`src/rtl/pw_conv_pixel_seq.sv`:
```
// pw_conv_pixel_seq: sequencer for one output pixel of a 1x1 (pointwise) convolution.
//
// For each output channel ch the block walks the cin input channels, reading one weight and one
// activation per step from synchronous memories and issuing them to an external MAC. Each MAC
// result is chained into the next issue. It then adds the channel bias, runs the sum through an
// external LeakyReLU and an external requantizer, and emits the INT8 result on a valid/ready
// stream. Every stage advances on the external unit's done strobe, not on a fixed delay. A
// watchdog aborts the pixel if a unit stays silent for WAIT_MAX cycles.
//
// Ports:
//   clk, rst_n                   clock, asynchronous active-low reset
//   start, cfg_cin/cout/scale    pixel launch and its configuration (latched on start in IDLE)
//   w_addr, a_addr, b_addr       memory addresses; mem_rd strobe, data returns the next cycle
//   w_data, a_data, b_data       memory read data
//   mac_*                        MAC drive (valid, operands, accumulator in) and result/done
//   lk_*                         LeakyReLU drive and result/done
//   rq_*                         requantize drive and result/done
//   out_valid/out_ready          result stream; out_data is the INT8 result, out_ch its channel
//   busy, done, err              status: not idle, end-of-pixel pulse, sticky watchdog abort
module pw_conv_pixel_seq #(
   parameter int unsigned MAX_CIN  = 64,
   parameter int unsigned MAX_COUT = 64,
   parameter int unsigned WAIT_MAX = 15,
   localparam int unsigned AddrW   = $clog2(MAX_CIN),
   localparam int unsigned ChW     = $clog2(MAX_COUT),
   localparam int unsigned WAddrW  = AddrW + ChW + 1
) (
   input  logic                clk,
   input  logic                rst_n,
   input  logic                start,
   input  logic [AddrW:0]      cfg_cin,
   input  logic [ChW:0]        cfg_cout,
   input  logic [15:0]         cfg_scale,
   output logic [WAddrW-1:0]   w_addr,
   output logic [AddrW-1:0]    a_addr,
   output logic [ChW-1:0]      b_addr,
   output logic                mem_rd,
   input  logic [7:0]          w_data,
   input  logic [7:0]          a_data,
   input  logic [31:0]         b_data,
   output logic                mac_valid,
   output logic [7:0]          mac_weight,
   output logic [7:0]          mac_act,
   output logic [31:0]         mac_acc_in,
   input  logic [31:0]         mac_acc_out,
   input  logic                mac_done,
   output logic                lk_valid,
   output logic [31:0]         lk_x,
   input  logic [31:0]         lk_y,
   input  logic                lk_done,
   output logic                rq_valid,
   output logic [31:0]         rq_acc,
   output logic [15:0]         rq_scale,
   input  logic [7:0]          rq_out,
   input  logic                rq_done,
   output logic                out_valid,
   input  logic                out_ready,
   output logic [7:0]          out_data,
   output logic [ChW-1:0]      out_ch,
   output logic                busy,
   output logic                done,
   output logic                err
);

   localparam int unsigned WdW = $clog2(WAIT_MAX + 1);

   typedef enum logic [3:0] {
      StIdle, StFetch, StIssue, StMwait, StBfetch, StLeaky,
      StLwait, StReq, StRwait, StOut, StDone
   } state_e;

   state_e            state_q, state_d;
   logic [AddrW:0]    cin_q, cin_d;
   logic [ChW:0]      cout_q, cout_d;
   logic [15:0]       scale_q, scale_d;
   logic [ChW:0]      ch_q, ch_d;
   logic [AddrW:0]    i_q, i_d;
   logic [31:0]       acc_q, acc_d;
   logic [31:0]       lky_q, lky_d;
   logic [7:0]        out_data_q, out_data_d;
   logic [ChW-1:0]    out_ch_q, out_ch_d;
   logic              err_q, err_d;
   logic [WdW-1:0]    wd_q, wd_d;
   logic              wd_expired;

   // Last cycle of the wait window: a done strobe here is still accepted.
   assign wd_expired = (wd_q == WdW'(WAIT_MAX - 1));

   always_comb begin
      state_d    = state_q;
      cin_d      = cin_q;
      cout_d     = cout_q;
      scale_d    = scale_q;
      ch_d       = ch_q;
      i_d        = i_q;
      acc_d      = acc_q;
      lky_d      = lky_q;
      out_data_d = out_data_q;
      out_ch_d   = out_ch_q;
      err_d      = err_q;
      wd_d       = '0;
      mem_rd     = 1'b0;
      mac_valid  = 1'b0;
      lk_valid   = 1'b0;
      rq_valid   = 1'b0;

      unique case (state_q)
         StIdle: begin
            if (start) begin
               cin_d   = cfg_cin;
               cout_d  = cfg_cout;
               scale_d = cfg_scale;
               err_d   = 1'b0;
               ch_d    = '0;
               i_d     = '0;
               acc_d   = '0;
               if (cfg_cout == '0)     state_d = StDone;
               else if (cfg_cin == '0) state_d = StBfetch;
               else                    state_d = StFetch;
            end
         end
         StFetch: begin
            mem_rd  = 1'b1;
            state_d = StIssue;
         end
         StIssue: begin
            mac_valid = 1'b1;
            state_d   = StMwait;
         end
         StMwait: begin
            if (mac_done) begin
               acc_d   = mac_acc_out;
               i_d     = i_q + (AddrW + 1)'(1);
               state_d = ((i_q + (AddrW + 1)'(1)) == cin_q) ? StBfetch : StFetch;
            end else if (wd_expired) begin
               err_d   = 1'b1;
               state_d = StDone;
            end else begin
               wd_d = wd_q + WdW'(1);
            end
         end
         StBfetch: begin
            mem_rd  = 1'b1;
            state_d = StLeaky;
         end
         StLeaky: begin
            lk_valid = 1'b1;
            state_d  = StLwait;
         end
         StLwait: begin
            if (lk_done) begin
               lky_d   = lk_y;
               state_d = StReq;
            end else if (wd_expired) begin
               err_d   = 1'b1;
               state_d = StDone;
            end else begin
               wd_d = wd_q + WdW'(1);
            end
         end
         StReq: begin
            rq_valid = 1'b1;
            state_d  = StRwait;
         end
         StRwait: begin
            if (rq_done) begin
               out_data_d = rq_out;
               out_ch_d   = ch_q[ChW-1:0];
               state_d    = StOut;
            end else if (wd_expired) begin
               err_d   = 1'b1;
               state_d = StDone;
            end else begin
               wd_d = wd_q + WdW'(1);
            end
         end
         StOut: begin
            if (out_ready) begin
               ch_d  = ch_q + (ChW + 1)'(1);
               i_d   = '0;
               acc_d = '0;
               if ((ch_q + (ChW + 1)'(1)) == cout_q) state_d = StDone;
               else if (cin_q == '0)                 state_d = StBfetch;
               else                                  state_d = StFetch;
            end
         end
         StDone: begin
            state_d = StIdle;
         end
         default: begin
            state_d = StIdle;
         end
      endcase
   end

   always_ff @(posedge clk or negedge rst_n) begin
      if (!rst_n) begin
         state_q    <= StIdle;
         cin_q      <= '0;
         cout_q     <= '0;
         scale_q    <= '0;
         ch_q       <= '0;
         i_q        <= '0;
         acc_q      <= '0;
         lky_q      <= '0;
         out_data_q <= '0;
         out_ch_q   <= '0;
         err_q      <= 1'b0;
         wd_q       <= '0;
      end else begin
         state_q    <= state_d;
         cin_q      <= cin_d;
         cout_q     <= cout_d;
         scale_q    <= scale_d;
         ch_q       <= ch_d;
         i_q        <= i_d;
         acc_q      <= acc_d;
         lky_q      <= lky_d;
         out_data_q <= out_data_d;
         out_ch_q   <= out_ch_d;
         err_q      <= err_d;
         wd_q       <= wd_d;
      end
   end

   // Operand and address buses are zero outside the cycle that uses them, so a reset or an idle
   // block presents an all-zero interface.
   assign w_addr     = (state_q == StFetch)
                       ? (WAddrW'(ch_q) * WAddrW'(cin_q) + WAddrW'(i_q)) : '0;
   assign a_addr     = (state_q == StFetch)  ? i_q[AddrW-1:0] : '0;
   assign b_addr     = (state_q == StBfetch) ? ch_q[ChW-1:0]  : '0;
   assign mac_weight = (state_q == StIssue)  ? w_data : '0;
   assign mac_act    = (state_q == StIssue)  ? a_data : '0;
   assign mac_acc_in = (state_q == StIssue)  ? acc_q  : '0;
   assign lk_x       = (state_q == StLeaky)  ? (acc_q + b_data) : '0;
   assign rq_acc     = (state_q == StReq)    ? lky_q   : '0;
   assign rq_scale   = (state_q == StReq)    ? scale_q : '0;
   assign out_valid  = (state_q == StOut);
   assign out_data   = out_data_q;
   assign out_ch     = out_ch_q;
   assign busy       = (state_q != StIdle);
   assign done       = (state_q == StDone);
   assign err        = err_q;

endmodule

```
`config.mk`:
```
export PLATFORM = sky130hd
export DESIGN_NAME = pw_conv_pixel_seq
export DESIGN_NICKNAME = d
export VERILOG_FILES = /design/src/rtl/pw_conv_pixel_seq.sv
export SDC_FILE = /design/constraint.sdc
export NUM_CORES = 1
export LEC_CHECK = 0
export CAP_MARGIN = 20
export CORE_ASPECT_RATIO = 0.8
export CORE_MARGIN = 2
export CORE_UTILIZATION = 28
export CTS_BUF_LIST = sky130_fd_sc_hd__clkbuf_8
export CTS_CLUSTER_SIZE = 12
export DETAILED_ROUTE_END_ITERATION = 12
export SLEW_MARGIN = 10
export SYNTH_ARGS = -nofsm -noshare
export SYNTH_HDL_FRONTEND = slang
export SYNTH_SLANG_ARGS = --single-unit
export TNS_END_PERCENT = 30
```
`constraint.sdc`:
```
create_clock -name clk -period 10.2 [get_ports clk]
set_clock_uncertainty 0.1 [all_clocks]
set_input_delay 2.04 -clock clk [delete_from_list [all_inputs] [get_ports clk]]
set_output_delay 2.04 -clock clk [all_outputs]
set_load 0.005 [all_outputs]
```
# Word level (Yosys, flattened, before mapping)
# Index checks and enable logic that the tools add are counted.
# totals
ff_bits,131
wordCells,99
# classes
add_sub_neg,5
mul,1
eq_ne,19
mux,46
reduce_logical,16
# op_table
cell,n
32-bit 2-to-1 mux,6
32-bit case mux with 3 select lines,1
4-bit 2-to-1 mux,12
4-bit case mux with 10 select lines,1
32-bit adder,1
7-bit 2-to-1 mux,4
7-bit zero test,3
7-bit case mux with 3 select lines,1
"4-bit by 3-bit == test with 1-bit output, second input constant",4
"4-bit == test, second input constant",4
16-bit 2-to-1 mux,1
8-bit 2-to-1 mux,2
"7-bit by 1-bit adder with 7-bit output, second input constant",2
7-bit == test,2
7-bit case mux with 2 select lines,1
13-bit by 7-bit adder with 13-bit output,1
7-bit by 7-bit multiplier with 13-bit output,1
13-bit 2-to-1 mux,1
6-bit 2-to-1 mux,2
4-bit case mux with 3 select lines,1
"2-bit != test, second input constant",5
1-bit 2-to-1 mux,9
3-bit 2-to-1 mux,3
"4-bit by 2-bit == test with 1-bit output, second input constant",2
other kinds (13),17

# Depth between registers and ports, before layout
# logic_depth
word_depth,5
mapped_depth,18
ltp_nobuf,17

# Least setup slack after synthesis
# No wires, ideal clock.
# synth_path
path_type,register to output
start,register ch_q[3]
end,output port w_addr[12]
t_arrival_ns,4.405
t_required_ns,8.060
path_slack_ns,3.655
stages_incl_launch_ff,18
n_path_buf,1
path_cell_list,dfrtp_1 clkbuf_1 and2_1 fa_1 inv_1 fa_1 inv_1 fa_1 inv_1 fa_1 inv_1 ha_1 inv_1 o21bai_1 a2111oi_0 o31ai_1 xnor2_1 nor2_1
# synth_via
elab_chain_cells,3
# synth_lines
item,line_no,source
start: declaration,76,"logic [ChW:0] ch_q, ch_d;"
start signal: assignment,215,ch_q <= ch_d;
7-bit by 7-bit multiplier with 13-bit output,229,? (WAddrW'(ch_q) * WAddrW'(cin_q) + WAddrW'(i_q)) : '0;
13-bit by 7-bit adder with 13-bit output,229,
13-bit 2-to-1 mux,229,
end: declaration,34,"output logic [WAddrW-1:0] w_addr,"
# No other way between the ends.

# Worst setup path in the final report
# layout_path
start,register ch_q[0]
end,output port w_addr[12]
# The elaborated chain is that of the path after synthesis.

==> metrics.csv <==
metric,value,unit
status,"complete, no violations",
Setup WS pre-CTS,2780,ps
drt wl/cell,17.80,um
Antenna Cells,0,
cell family with most CP delay,adder cells,
top_reg_cell synth,dfrtp_1,
die area,37170,sq um
CP Max Fanout,15,
first-pass GRT wire length,51520,um
Worst-path clk slew,90,ps
Setup crit start kind,flip-flop,
worst min path class,flip-flop to flip-flop,
Adder-Cell Fraction of Synth Area,14.62,%
vias in the first global route,8958,
"slowest stage delay, CP",700,ps
CP endpoint kind,primary output,
total number of H-tree levels,4,
pwr/cell area,180.8,nW/um^2
RePlAce Congestion,0.8379,
Tmin final,7861,ps
total CTS buffers,17,
RSZ-0062 raised after global routing,no,
clock sink count,131,
P&R area growth vs syn,42.28,%
Crit-path slowest cell,a2111oi_0,
period utilisation layout,77.07,%
initial DRC count,403,
setup repair bufs after CTS,0,
nets,1617,
Vias,8949,
Total GRT Usage,17.51,%
Synth Area in Simple Gates,20.24,%
fmax,127.2,MHz
cell with the most instances after synthesis,and2_1,
Critical path buffers and inverters,5,
Mean Syn Cell Area,9.467,sq um
crit path DAT,5720,ps
core area,34960,sq um
die height,172.8,um
vias per cell,4.845,
Synth Instances,1054,
share of layout cells above drive strength 1,10.25,%
CTS tree,yes,
synth cell count leaders,"and2_1, dfrtp_1, mux2_2, nand2_1, ha_1",
io pins,332,
"Cell Area, Synth",9978,sq um
CTS resizes,0,
initial core utilization,28.55,%
worst path cell trace,nand2_1 > fa_1 > fa_1 > inv_1 > fa_1 > inv_1 > fa_1 > inv_1 > ha_1 > inv_1 > o21bai_1 > a2111oi_0 > o31ai_1 > xnor2_1 > nor2_1 > clkdlybuf4s50_1,
number of distinct library cells after synthesis,68,
Slew Limit Fails,0,
Pre-antenna DRT Iters,5,
hold slack,404.3,ps
pin count of the biggest net entering global routing,76,
Yosys warning count,0,
critical path type,flip-flop to primary output,
share of the synthesized area in the top cell type,32.85,%
Final ANT Viol Nets,0,
Post-Synth XOR/XNOR Area,5.166,%
cell leakage power,6.289,nW
GRT overflow,0,
DRC viols,0,
Slew @ Worst Pin,989.6,ps
"FFs w/ async S/R, synth",100.0,%
"Net Count, Synth",1309,
max_slew headroom,33.83,%
fill count,3481,
worst-case vdd ir drop,0.07648,mV
Pwr Total,2.567,mW
root buffer cell,clkbuf_8,
clk buf depth,2,
Final Setup Violations,0,
initial antenna violation count,0,
Clock Latency Late Sink,460,ps
"top cells by area, synth","dfrtp_1, mux2_2, and2_1",
Post-DP HPWL,25360,um
setup TNS,0,ps
complex-gate fraction of the synthesized area,13.54,%
row count,61,
WP data required,8060,ps
Buffers on Ports,331,
Worst Slack Setup Final,2339,ps
mux share of post-synthesis cell area,8.991,%
final hold vios,0,
final wirelength,32880,um
Max-Cap Viols,0,
largest family of logic cells by synthesized area,simple AND/OR/NAND/NOR gates,
"area leader, netlist",dfrtp_1,
# hold bufs at CTS,0,
number of synthesized register bits,131,
"Seq/Total Area, Yosys",32.85,%
Die Wd,215.1,um
"EDFF count, synth",0,
-- layer usage --
layer	share of wire (%)	wire (um)	global-route usage, %	up-vias
met5	0	0	0	-
met4	1.3	431	4.023	0
met3	7.9	2593	5.963	29
met2	43	14260	26.08	305
met1	47	15590	24.41	4332
li1	-	-	-	4283
-- layout make-up --
class	count	area, sq um	share of cell area, %
timing repair buffer	340	3400	23.94
tap	472	590.6	4.160
inverter	64	241.5	1.701
clock buffer	17	234.0	1.648
sequential	131	3278	23.09
clock inverter	15	198.9	1.401
multi-input combinational	808	6255	44.06
-- state kept, by name (all words and copies together) (netlist names) --
| signal | cells |
|---|---|
| acc_q | 32 |
| ch_q | 7 |
| cin_q | 7 |
| cout_q | 7 |
| err | 1 |
| i_q | 7 |
| lky_q | 32 |
| out_ch | 6 |
| out_data | 8 |
| scale_q | 16 |
| state_q | 4 |
| wd_q | 4 |
-- placed cells by master (no fill, tap or decap), drive strengths merged, types with 3 or more instances in the layout --
cell type,n
nor4,4
nor4b,3
or3,3
inv,74
nand2b,8
o21ai,45
a31oi,11
nand3,28
nand4,9
clkdlybuf4s50,330
a21oi,43
fa,31
mux2,77
a22o,34
ha,67
clkinv,3
dfrtp,131
and3,14
nor2,66
clkbuf,18
a211oi,9
a21o,15
nor3b,5
and2,135
nand2,74
or2,3
o211ai,4
xor2,22
nor3,24
a2111oi,4
buf,9
xnor2,29
mux2i,3
o21bai,6
-- kinds of logic (layout without fill, tap and decap cells) --
kind of cell | Yosys count | in the layout
adders and majority gates | 98 | 98
and+or+nand+nor | 380 | 380
xor gates and xnor gates | 54 | 54
muxes | 80 | 80
AOI/OAI and AO/OA | 196 | 196
DFF | 131 | 131
buffers and inverters | 115 | 436
-- final timing paths --
kind	from	slack, ps	cells after the start	endpoint
setup reg to reg	state_q[1]	7210	6	acc_q[4]
hold reg to reg	lky_q[29]	400	1	lky_q[29]
setup / recovery	ch_q[0]	2340	16	w_addr[12]
max in group asynchronous	rst_n	7480	3	scale_q[15]
min in group asynchronous	rst_n	1420	1	out_data[0]
hold / removal	lky_q[29]	400	1	lky_q[29]
-- worst reg2reg max path, stage by stage, from the launching register on --
cell	delay, ps
dfrtp_1	620
nor2_4	170
nand3_1	120
buf_4	390
and2_1	390
mux2_2	850
a22o_1	290
-- where the power goes --
part	leakage [nW]	switching [mW]	internal, mW
Combinational	4.33	0.609	0.595
Sequential	1.73	0.172	0.688
Clock	0.224	0.269	0.236
Total	6.29	1.05	1.52
-- per-stage QoR --
| stage | util, % | cell area (sq um) | instances |
|---|---|---|---|
| floorplan | - | 9978 | 1054 |
| global placement | 39.28 | 13730 | 1813 |
| detailed placement | 39.28 | 13730 | 1813 |
| CTS | 40.52 | 14160 | 1845 |
| global route | 40.61 | 14200 | 1847 |
| finish | 40.61 | 14200 | 1847 |
Power figures use the tool's default switching activity.
